`config.mk`:
```
export PLATFORM = sky130hd
export DESIGN_NAME = bcd_counter_ndigit
export DESIGN_NICKNAME = d
export VERILOG_FILES = /design/src/rtl/bcd_counter_ndigit.sv
export SDC_FILE = /design/constraint.sdc
export NUM_CORES = 1
export LEC_CHECK = 0
export ABC_AREA = 1
export CORE_MARGIN = 10
export CORE_UTILIZATION = 50
export CTS_CLUSTER_SIZE = 28
export DETAILED_ROUTE_END_ITERATION = 8
export DONT_BUFFER_PORTS = 1
export PLACE_DENSITY_LB_ADDON = 0.1
export SLEW_MARGIN = 30
export SYNTH_ARGS = -nofsm -noshare
export SYNTH_HDL_FRONTEND = slang
export SYNTH_SLANG_ARGS = --single-unit
```
`constraint.sdc`:
```
create_clock -name counter_clk_signal -period 1.76 [get_ports counter_clk_signal]
set_input_delay 0.44 -clock counter_clk_signal [delete_from_list [all_inputs] [get_ports counter_clk_signal]]
set_output_delay 0.44 -clock counter_clk_signal [all_outputs]
set_load 0.005 [all_outputs]
```
`src/rtl/bcd_counter_ndigit.sv`:
```
`default_nettype none
// ==== bcd_counter_ndigit : N-digit packed-BCD up/down counter with load, prescaler, flags ====
// ==== Rev 1.0 ====

module bcd_counter_ndigit #(
    parameter int NUM_DIGITS = 4,
    parameter int MAX_VALUE  = 9999,
    parameter int WRAP       = 1,
    parameter int TICK_DIV   = 1
) (
    input  logic                    counter_clk_signal,
    input  logic                    reset_n,
    input  logic                    switch,
    input  logic                    button,
    input  logic                    up_down,
    input  logic                    load,
    input  logic [4*NUM_DIGITS-1:0] load_value,
    output logic [4*NUM_DIGITS-1:0] bcd_count,
    output logic                    terminal_count,
    output logic                    overflow,
    output logic                    load_error
);

    localparam int W  = 4 * NUM_DIGITS;
    localparam int PW = (TICK_DIV > 1) ? $clog2(TICK_DIV) : 1;

    function automatic logic [W-1:0] dec_to_bcd(input int value);
        logic [W-1:0] res;
        int           rem;
        res = '0;
        rem = value;
        for (int k = 0; k < NUM_DIGITS; k++) begin
            res[4*k +: 4] = 4'(rem % 10);
            rem = rem / 10;
        end
        return res;
    endfunction

    localparam logic [W-1:0]  MAX_BCD  = dec_to_bcd(MAX_VALUE);
    localparam logic [PW-1:0] PRE_LAST = PW'(TICK_DIV - 1);
    localparam logic [PW-1:0] PRE_ONE  = PW'(1);

    logic [PW-1:0]         prescaler;
    logic [NUM_DIGITS-1:0] carry;
    logic [NUM_DIGITS-1:0] borrow;
    logic [NUM_DIGITS-1:0] digit_ok;
    logic [W-1:0]          inc_value;
    logic [W-1:0]          dec_value;
    logic [W-1:0]          bound_value;
    logic                  step;
    logic                  load_ok;
    logic                  at_bound;

    assign carry[0]  = 1'b1;
    assign borrow[0] = 1'b1;

    // Ripple carry/borrow digit by digit; a digit changes only when every lower digit rolled over.
    for (genvar i = 0; i < NUM_DIGITS; i++) begin : g_digit
        logic [3:0] digit;
        assign digit = bcd_count[4*i +: 4];
        assign inc_value[4*i +: 4] = carry[i]  ? ((digit == 4'd9) ? 4'd0 : digit + 4'd1) : digit;
        assign dec_value[4*i +: 4] = borrow[i] ? ((digit == 4'd0) ? 4'd9 : digit - 4'd1) : digit;
        assign digit_ok[i] = (load_value[4*i +: 4] <= 4'd9);
        if (i < NUM_DIGITS - 1) begin : g_chain
            assign carry[i+1]  = carry[i]  & (digit == 4'd9);
            assign borrow[i+1] = borrow[i] & (digit == 4'd0);
        end
    end

    // Packed BCD orders like its decimal value once all digits are legal.
    assign load_ok     = (&digit_ok) && (load_value <= MAX_BCD);
    assign step        = switch && (prescaler == PRE_LAST);
    assign at_bound    = up_down ? (bcd_count == MAX_BCD) : (bcd_count == {W{1'b0}});
    assign bound_value = (WRAP != 0) ? (up_down ? {W{1'b0}} : MAX_BCD)
                                     : (up_down ? MAX_BCD : {W{1'b0}});

    always_ff @(posedge counter_clk_signal or negedge reset_n) begin
        if (!reset_n) begin
            bcd_count      <= '0;
            prescaler      <= '0;
            terminal_count <= 1'b0;
            overflow       <= 1'b0;
            load_error     <= 1'b0;
        end else if (button) begin
            bcd_count      <= '0;
            prescaler      <= '0;
            terminal_count <= 1'b0;
            overflow       <= 1'b0;
            load_error     <= 1'b0;
        end else if (load) begin
            terminal_count <= 1'b0;
            if (load_ok) begin
                bcd_count  <= load_value;
                prescaler  <= '0;
                load_error <= 1'b0;
            end else begin
                load_error <= 1'b1;
            end
        end else begin
            terminal_count <= 1'b0;
            load_error     <= 1'b0;
            if (switch) begin
                if (step) begin
                    prescaler <= '0;
                    if (at_bound) begin
                        bcd_count      <= bound_value;
                        terminal_count <= 1'b1;
                        overflow       <= 1'b1;
                    end else begin
                        bcd_count <= up_down ? inc_value : dec_value;
                    end
                end else begin
                    prescaler <= prescaler + PRE_ONE;
                end
            end
        end
    end

endmodule

`default_nettype wire

```
==> results.py, run 1 <==
metrics = {
    "routing": {
        "first_pass_iters": 4,
        "drt_iter0_markers": 90,
        "ant_nets": 0,
        "route.detailed.wl_per_inst_um": 14.5,
        "wl_mm": 5.19,
        "vias": 1887,
        "drcViolationCount": 0,
        "vias_per_cell": 5.26,
    },
    "synthesis": {
        "synth_top_flop_cell": "dfrtp_1",
        "synth_top_area_cell": "dfrtp_1",
        "async_flop_share": 1.00,
        "synth.net_count": 331,
        "yosysSeqAreaShare": 0.267,
        "ys_ff_latch": 20,
        "synth_top_cells_by_area": "dfrtp_1 (27%), nand2_1 (24%), nand3_1 (7.7%), nor2_1 (6.6%), inv_1 (5.2%)",
        "synth_edf_count": 0,
        "ys_warn_count": 0,
        "syn_area_um2": 1880,
        "netlist.area_leader.share": 0.267,
        "syn_inst": 309,
        "synth_common_cells": "nand2_1 (118), nor2_1 (33), nand3_1 (29)",
        "yosysMostFrequentCell": "nand2_1",
        "yosysUniqueCellTypes": 28,
        "syn_avg_cell_area_um2": 6.07,
    },
    "sta": {
        "tightest_slew_ns": 0.476,
        "finalCriticalPeriod_ns": 1.56,
        "hold_viol_final": 0,
        "fmax_ghz": 0.643,
        "whs_ns": 0.126,
        "drv_slew": 0,
        "rsz0062_at_grt": "false",
        "finalSetupViolCount": 0,
        "finClkSkew_ns": 0.00389,
        "period_share": 0.884,
        "slew_headroom": 0.683,
        "fin_setup_tns_ns": 0,
    },
    "setup_path": {
        "timing.rr.start": "bcd_count[6]$_DFFE_PN0P_",
        "regToRegEndpoint": "bcd_count[11]$_DFFE_PN0P_",
        "crit_chain": "inv_2 -> nand2_1 -> nor2_2 -> nand2_1 -> nand3_1 -> nand2_4 -> nor2_8 -> inv_2 -> nand2_1 -> nand2_1",
        "reg2reg_depth": 10,
        "crit_path_max_fanout": 6,
        "arrival_ns": 1.71,
        "cp_num_buf_inv": 2,
        "max_stage_delay_ns": 0.47,
        "crit_family": "simple AND/OR/NAND/NOR gates",
        "critical_path.startpoint": "bcd_count[6]$_DFFE_PN0P_",
        "cp_common_cell": "nand2_1",
        "critical_path_class": "reg -> reg",
        "crit_slowest_cell": "dfrtp_1",
        "crit_cells": 10,
        "endpoint": "bcd_count[11]$_DFFE_PN0P_",
        "cp-start-kind": "flip-flop",
        "end_kind": "flip-flop",
        "r2r_setup_slack_ns": 0.20,
        "required_ns": 1.91,
    },
    "clock_tree": {
        "htree_num_levels": 1,
        "hold_buffers": 1,
        "postCtsSetupBuffers": 0,
        "clkTransAtPathRegs_ns": 0.08,
        "clockBufferDepth": 2,
        "numClockSinks": 20,
        "clk-insertion-delay-late_ns": 0.26,
        "cts_root_buf": "clkbuf_8",
        "cts-resized-gates": 0,
        "cts-buffers-inserted": 3,
        "tritoncts": "yes",
    },
    "place": {
        "numPortBuffers": 0,
        "place_congestion": 0.871,
        "dp_hpwl_mm": 4.02,
    },
    "global_route": {
        "grt_util_all_layers": 0.164,
        "antenna_found_initial": 0,
        "grt_overflow": 0,
        "grt_max_degree": 21,
        "grt_pass1_wl_mm": 8.72,
        "grt_pass1_vias": 1748,
    },
    "final_layout": {
        "fillers": 401,
        "diodes": 0,
        "multi_input_area_um2": 1180,
        "drive_above_1_share": 0.151,
        "ff_latch_area_um2": 500,
        "area_delta_synth_final_pct": 4.80,
        "fin_nets": 334,
    },
    "min_path": {
        "hold_path.class": "in -> async",
    },
    "run": {
        "cap_violations": 0,
    },
    "floorplan": {
        "ioPinCount": 41,
        "start_util": 0.516,
        "die_x_um": 81.2,
        "core_area_um2": 3630,
        "row_count": 22,
        "dieArea_um2": 6600,
        "die_h_um": 81.2,
    },
    "power": {
        "power_density_nw_per_um2": 793,
        "ir_drop_v": 0.000354,
        "p_leak_nw": 1.04,
    },
    "status": {
        "status": "completed",
    },
}
## cell type report
| class | count | area share |
|---|---|---|
| Clock buffer | 4 | 0.0280 |
| Multi-Input combinational cell | 246 | 0.602 |
| Sequential cell | 20 | 0.255 |
| Tap cell | 48 | 0.0306 |
| Timing Repair Buffer | 4 | 0.0140 |
| Inverter | 37 | 0.0707 |
## report_power, final
group          internal (mW)  switching [mW]
Clock                  0.199           0.157
Sequential             0.515           0.125
Combinational          0.196           0.367
## worst min path at each step
stage | startpoint | end | slack (ns) | cells after the start
floorplan | reset_n | bcd_count[0]$_DFFE_PN0P_ | 0.14 | 0
global placement | reset_n | bcd_count[4]$_DFFE_PN0P_ | 0.15 | 0
detailed placement | reset_n | bcd_count[5]$_DFFE_PN0P_ | 0.15 | 0
CTS | button | overflow$_DFFE_PN0P_ | 0.22 | 1
global route | reset_n | bcd_count[5]$_DFFE_PN0P_ | 0.14 | 1
finish | reset_n | bcd_count[5]$_DFFE_PN0P_ | 0.13 | 1
## cell usage in the layout (no fill, tap or decap)
cell type / n
nand2_1: 118
nor2_1: 33
nand3_1: 29
inv_1: 26
dfrtp_1: 20
o21ai_0: 15
inv_2: 11
a21oi_1: 9
nor2_2: 8
nand2_2: 6
o21ai_1: 6
nor2_4: 5
clkbuf_8: 4
nand2_4: 3
buf_4: 3
nor2_8: 2
nand3_2: 2
nand4_1: 2
a211oi_1: 2
o21a_1: 1
nand2_8: 1
nor3_1: 1
o21bai_1: 1
a21oi_2: 1
a21boi_0: 1
buf_2: 1
## metal layers
layer | part of all wire | GRT usage | up-vias
li1 | - | - | 975
met1 | 0.44 | 0.211 | 832
met2 | 0.47 | 0.269 | 69
met3 | 0.073 | 0.0364 | 11
met4 | 0.015 | 0.0433 | 0
met5 | 0 | 0 | -
## sequential cells by signal (all words and copies together) (netlist names)
name	flops
bcd_count	16
load_error	1
terminal_count	1
prescaler	1
overflow	1
## worst reg2reg max path: stages, from the launching register on
cell,delay [ns]
dfrtp_1,0.47
inv_2,0.13
nand2_1,0.07
nor2_2,0.19
nand2_1,0.08
nand3_1,0.12
nand2_4,0.08
nor2_8,0.15
inv_2,0.05
nand2_1,0.05
nand2_1,0.05
## cells by family after synthesis
logic type      after synthesis  share of synthesized area
flops                        20                      0.267
buf+inv                      43                      0.102
simple gates                210                      0.526
compound gates               36                      0.105
## per-stage QoR
stage | area [um2] | worst slack, ns | std cells | utilization | total power, mW
after floorplan | 1880 | 0.402 | 309 | - | 1.08
after global placement | 1910 | 0.241 | 354 | 0.524 | 1.20
after detailed placement | 1910 | 0.229 | 354 | 0.524 | 1.20
after CTS | 1970 | 0.217 | 359 | 0.542 | 1.56
after global routing | 1970 | 0.0210 | 359 | 0.541 | 1.69
final | 1970 | 0.205 | 359 | 0.541 | 1.56
Note: power is estimated with default switching activity, not from simulation.
==> run 2, diff against run 1 <==
--- a/config.mk
+++ b/config.mk
@@ -6,11 +6,12 @@
 export NUM_CORES = 1
 export LEC_CHECK = 0
 export ABC_AREA = 1
-export CORE_MARGIN = 10
+export CORE_MARGIN = 2
 export CORE_UTILIZATION = 50
 export CTS_CLUSTER_SIZE = 28
 export DETAILED_ROUTE_END_ITERATION = 8
 export DONT_BUFFER_PORTS = 1
+export HOLD_SLACK_MARGIN = 0.1
 export PLACE_DENSITY_LB_ADDON = 0.1
 export SLEW_MARGIN = 30
 export SYNTH_ARGS = -nofsm -noshare
==> run 2 against run 1 <==
Against the previous run: largest power group unchanged; cell count fell by 0.28%; hold slack got worse by 0.0022 ns; combinational power rose by 0.7%; design area rose by 0.45%; routed wire length fell by 4.2%; critical endpoint is now bcd_count[15]$_DFFE_PN0P_.
==> results.py, run 2 (same netlist as run 1, synthesis figures left out) <==
metrics = {
    "routing": {
        "drcViolationCount": 0,
        "wl_mm": 4.97,
        "ant_nets": 0,
        "first_pass_iters": 4,
        "vias": 1880,
        "route.detailed.wl_per_inst_um": 13.9,
        "drt_iter0_markers": 150,
        "vias_per_cell": 5.25,
    },
    "final_layout": {
        "fillers": 402,
        "instances_no_fill": 358,
        "drive_above_1_share": 0.148,
        "area_delta_synth_final_pct": 5.27,
        "ff_latch_area_um2": 500,
        "mostFrequentLayoutCells": "nand2_1 (118), nor2_1 (33), nand3_1 (29)",
        "fin_nets": 333,
        "layout_commonest_cell": "nand2_1",
        "diodes": 0,
        "finish.utilization": 0.543,
        "largest_reg_flops": 16,
        "fin_area_um2": 1970,
        "regMostFlops": "bcd_count",
        "multi_input_area_um2": 1180,
    },
    "sta": {
        "fmax_ghz": 0.638,
        "fin_setup_tns_ns": 0,
        "whs_ns": 0.124,
        "tightest_slew_ns": 0.477,
        "period_share": 0.891,
        "slew_headroom": 0.682,
        "finalWorstSetupSlack_ns": 0.192,
        "finalCriticalPeriod_ns": 1.57,
        "drv_slew": 0,
        "finalSetupViolCount": 0,
        "finClkSkew_ns": 0.00441,
        "rsz0062_at_grt": "false",
        "hold_viol_final": 0,
    },
    "global_route": {
        "antenna_found_initial": 0,
        "grt_util_all_layers": 0.248,
        "grt_overflow": 0,
        "grt_pass1_vias": 1745,
        "grt_max_degree": 21,
        "grt_pass1_wl_mm": 8.20,
    },
    "place": {
        "dp_hpwl_mm": 3.72,
        "numPortBuffers": 0,
        "place_ws_ns": 0.230,
        "dp_cells": 353,
        "post_dp_cell_area_um2": 1900,
        "place_congestion": 0.833,
    },
    "power": {
        "power.total_mw": 1.67,
        "swShare": 0.394,
        "p_leak_nw": 1.04,
        "power.switching_mw": 0.659,
        "clkPwrFrac": 0.282,
        "p_int_mw": 1.01,
        "seqPwrFrac": 0.379,
        "power_density_nw_per_um2": 847,
        "ir_drop_v": 0.000489,
        "combinationalPowerShare": 0.339,
    },
    "clock_tree": {
        "postCtsSetupBuffers": 0,
        "numClockSinks": 20,
        "clk-insertion-delay-late_ns": 0.26,
        "clockBufferDepth": 2,
        "cts_root_buf": "clkbuf_8",
        "htree_num_levels": 1,
        "tritoncts": "yes",
        "cts-resized-gates": 0,
        "hold_buffers": 1,
        "cts-buffers-inserted": 3,
        "clkTransAtPathRegs_ns": 0.08,
    },
    "min_path": {
        "hold_path.class": "in -> async",
    },
    "status": {
        "status": "completed",
    },
    "floorplan": {
        "ioPinCount": 41,
        "row_count": 22,
        "dieArea_um2": 4260,
        "core_area_um2": 3630,
        "die_h_um": 65.2,
        "die_x_um": 65.2,
        "start_util": 0.516,
    },
    "setup_path": {
        "required_ns": 1.91,
        "crit_path_max_fanout": 6,
        "end_kind": "flip-flop",
        "cp-start-kind": "flip-flop",
        "critical_path_class": "reg -> reg",
        "arrival_ns": 1.72,
    },
    "run": {
        "cap_violations": 0,
    },
}
run 2: changes by cell type in the layout (fill, tap and decap cells not counted), sizes merged:
cell    before  now
bufinv       0    1
buf          4    3
clkbuf       4    3
run 2: layer usage:
metal	GRT usage	share of wire	up-vias
met4	0.0677	0.010	0
met1	0.372	0.48	834
li1	-	-	970
met5	0	0	-
met2	0.381	0.46	70
met3	0.0223	0.048	6
run 2: layout make-up:
class | instances | area share
clock buffers | 3 | 0.0209
repair buffers | 3 | 0.0101
well taps | 48 | 0.0304
multi-input cells | 246 | 0.599
inverters | 37 | 0.0703
clock inverters | 1 | 0.0152
flip-flops and latches | 20 | 0.253
run 2: worst paths after layout:
check	to	slack [ns]	cells past startpoint	startpoint
max	bcd_count[15]$_DFFE_PN0P_	0.19	8	bcd_count[10]$_DFFE_PN0P_
min	prescaler$_DFFE_PN0P_	0.12	1	reset_n
max reg2reg	bcd_count[15]$_DFFE_PN0P_	0.19	8	bcd_count[10]$_DFFE_PN0P_
min reg2reg	prescaler$_DFFE_PN0P_	0.54	1	prescaler$_DFFE_PN0P_
max in group asynchronous	bcd_count[0]$_DFFE_PN0P_	1.31	1	reset_n
min in group counter_clk_signal	overflow$_DFFE_PN0P_	0.22	1	button
run 2: worst max-delay path, cell delays in order, from the launching register on:
cell	delay, ns
dfrtp_1	0.43
inv_1	0.18
nand2_1	0.09
nor2_1	0.22
nand3_1	0.11
nand3_1	0.09
nand2_2	0.09
o21ai_0	0.17
nand2_1	0.08
run 2: power by group through the flow:
stage,logic (mW),clock network [mW],registers [mW]
6_report,0.566,0.471,0.634
5_1_grt,0.651,0.501,0.646
4_1_cts,0.563,0.474,0.633
3_5_place_dp,0.548,0,0.641
3_3_place_gp,0.548,0,0.644
2_1_floorplan,0.469,0,0.614
==> run 3, diff against run 2 <==
--- a/config.mk
+++ b/config.mk
@@ -8,6 +8,7 @@
 export ABC_AREA = 1
 export CORE_MARGIN = 2
 export CORE_UTILIZATION = 50
+export CTS_CLUSTER_DIAMETER = 60
 export CTS_CLUSTER_SIZE = 28
 export DETAILED_ROUTE_END_ITERATION = 8
 export DONT_BUFFER_PORTS = 1
==> results of run 3 <==
Final layout, timing and power as in run 2 (identical DEF).
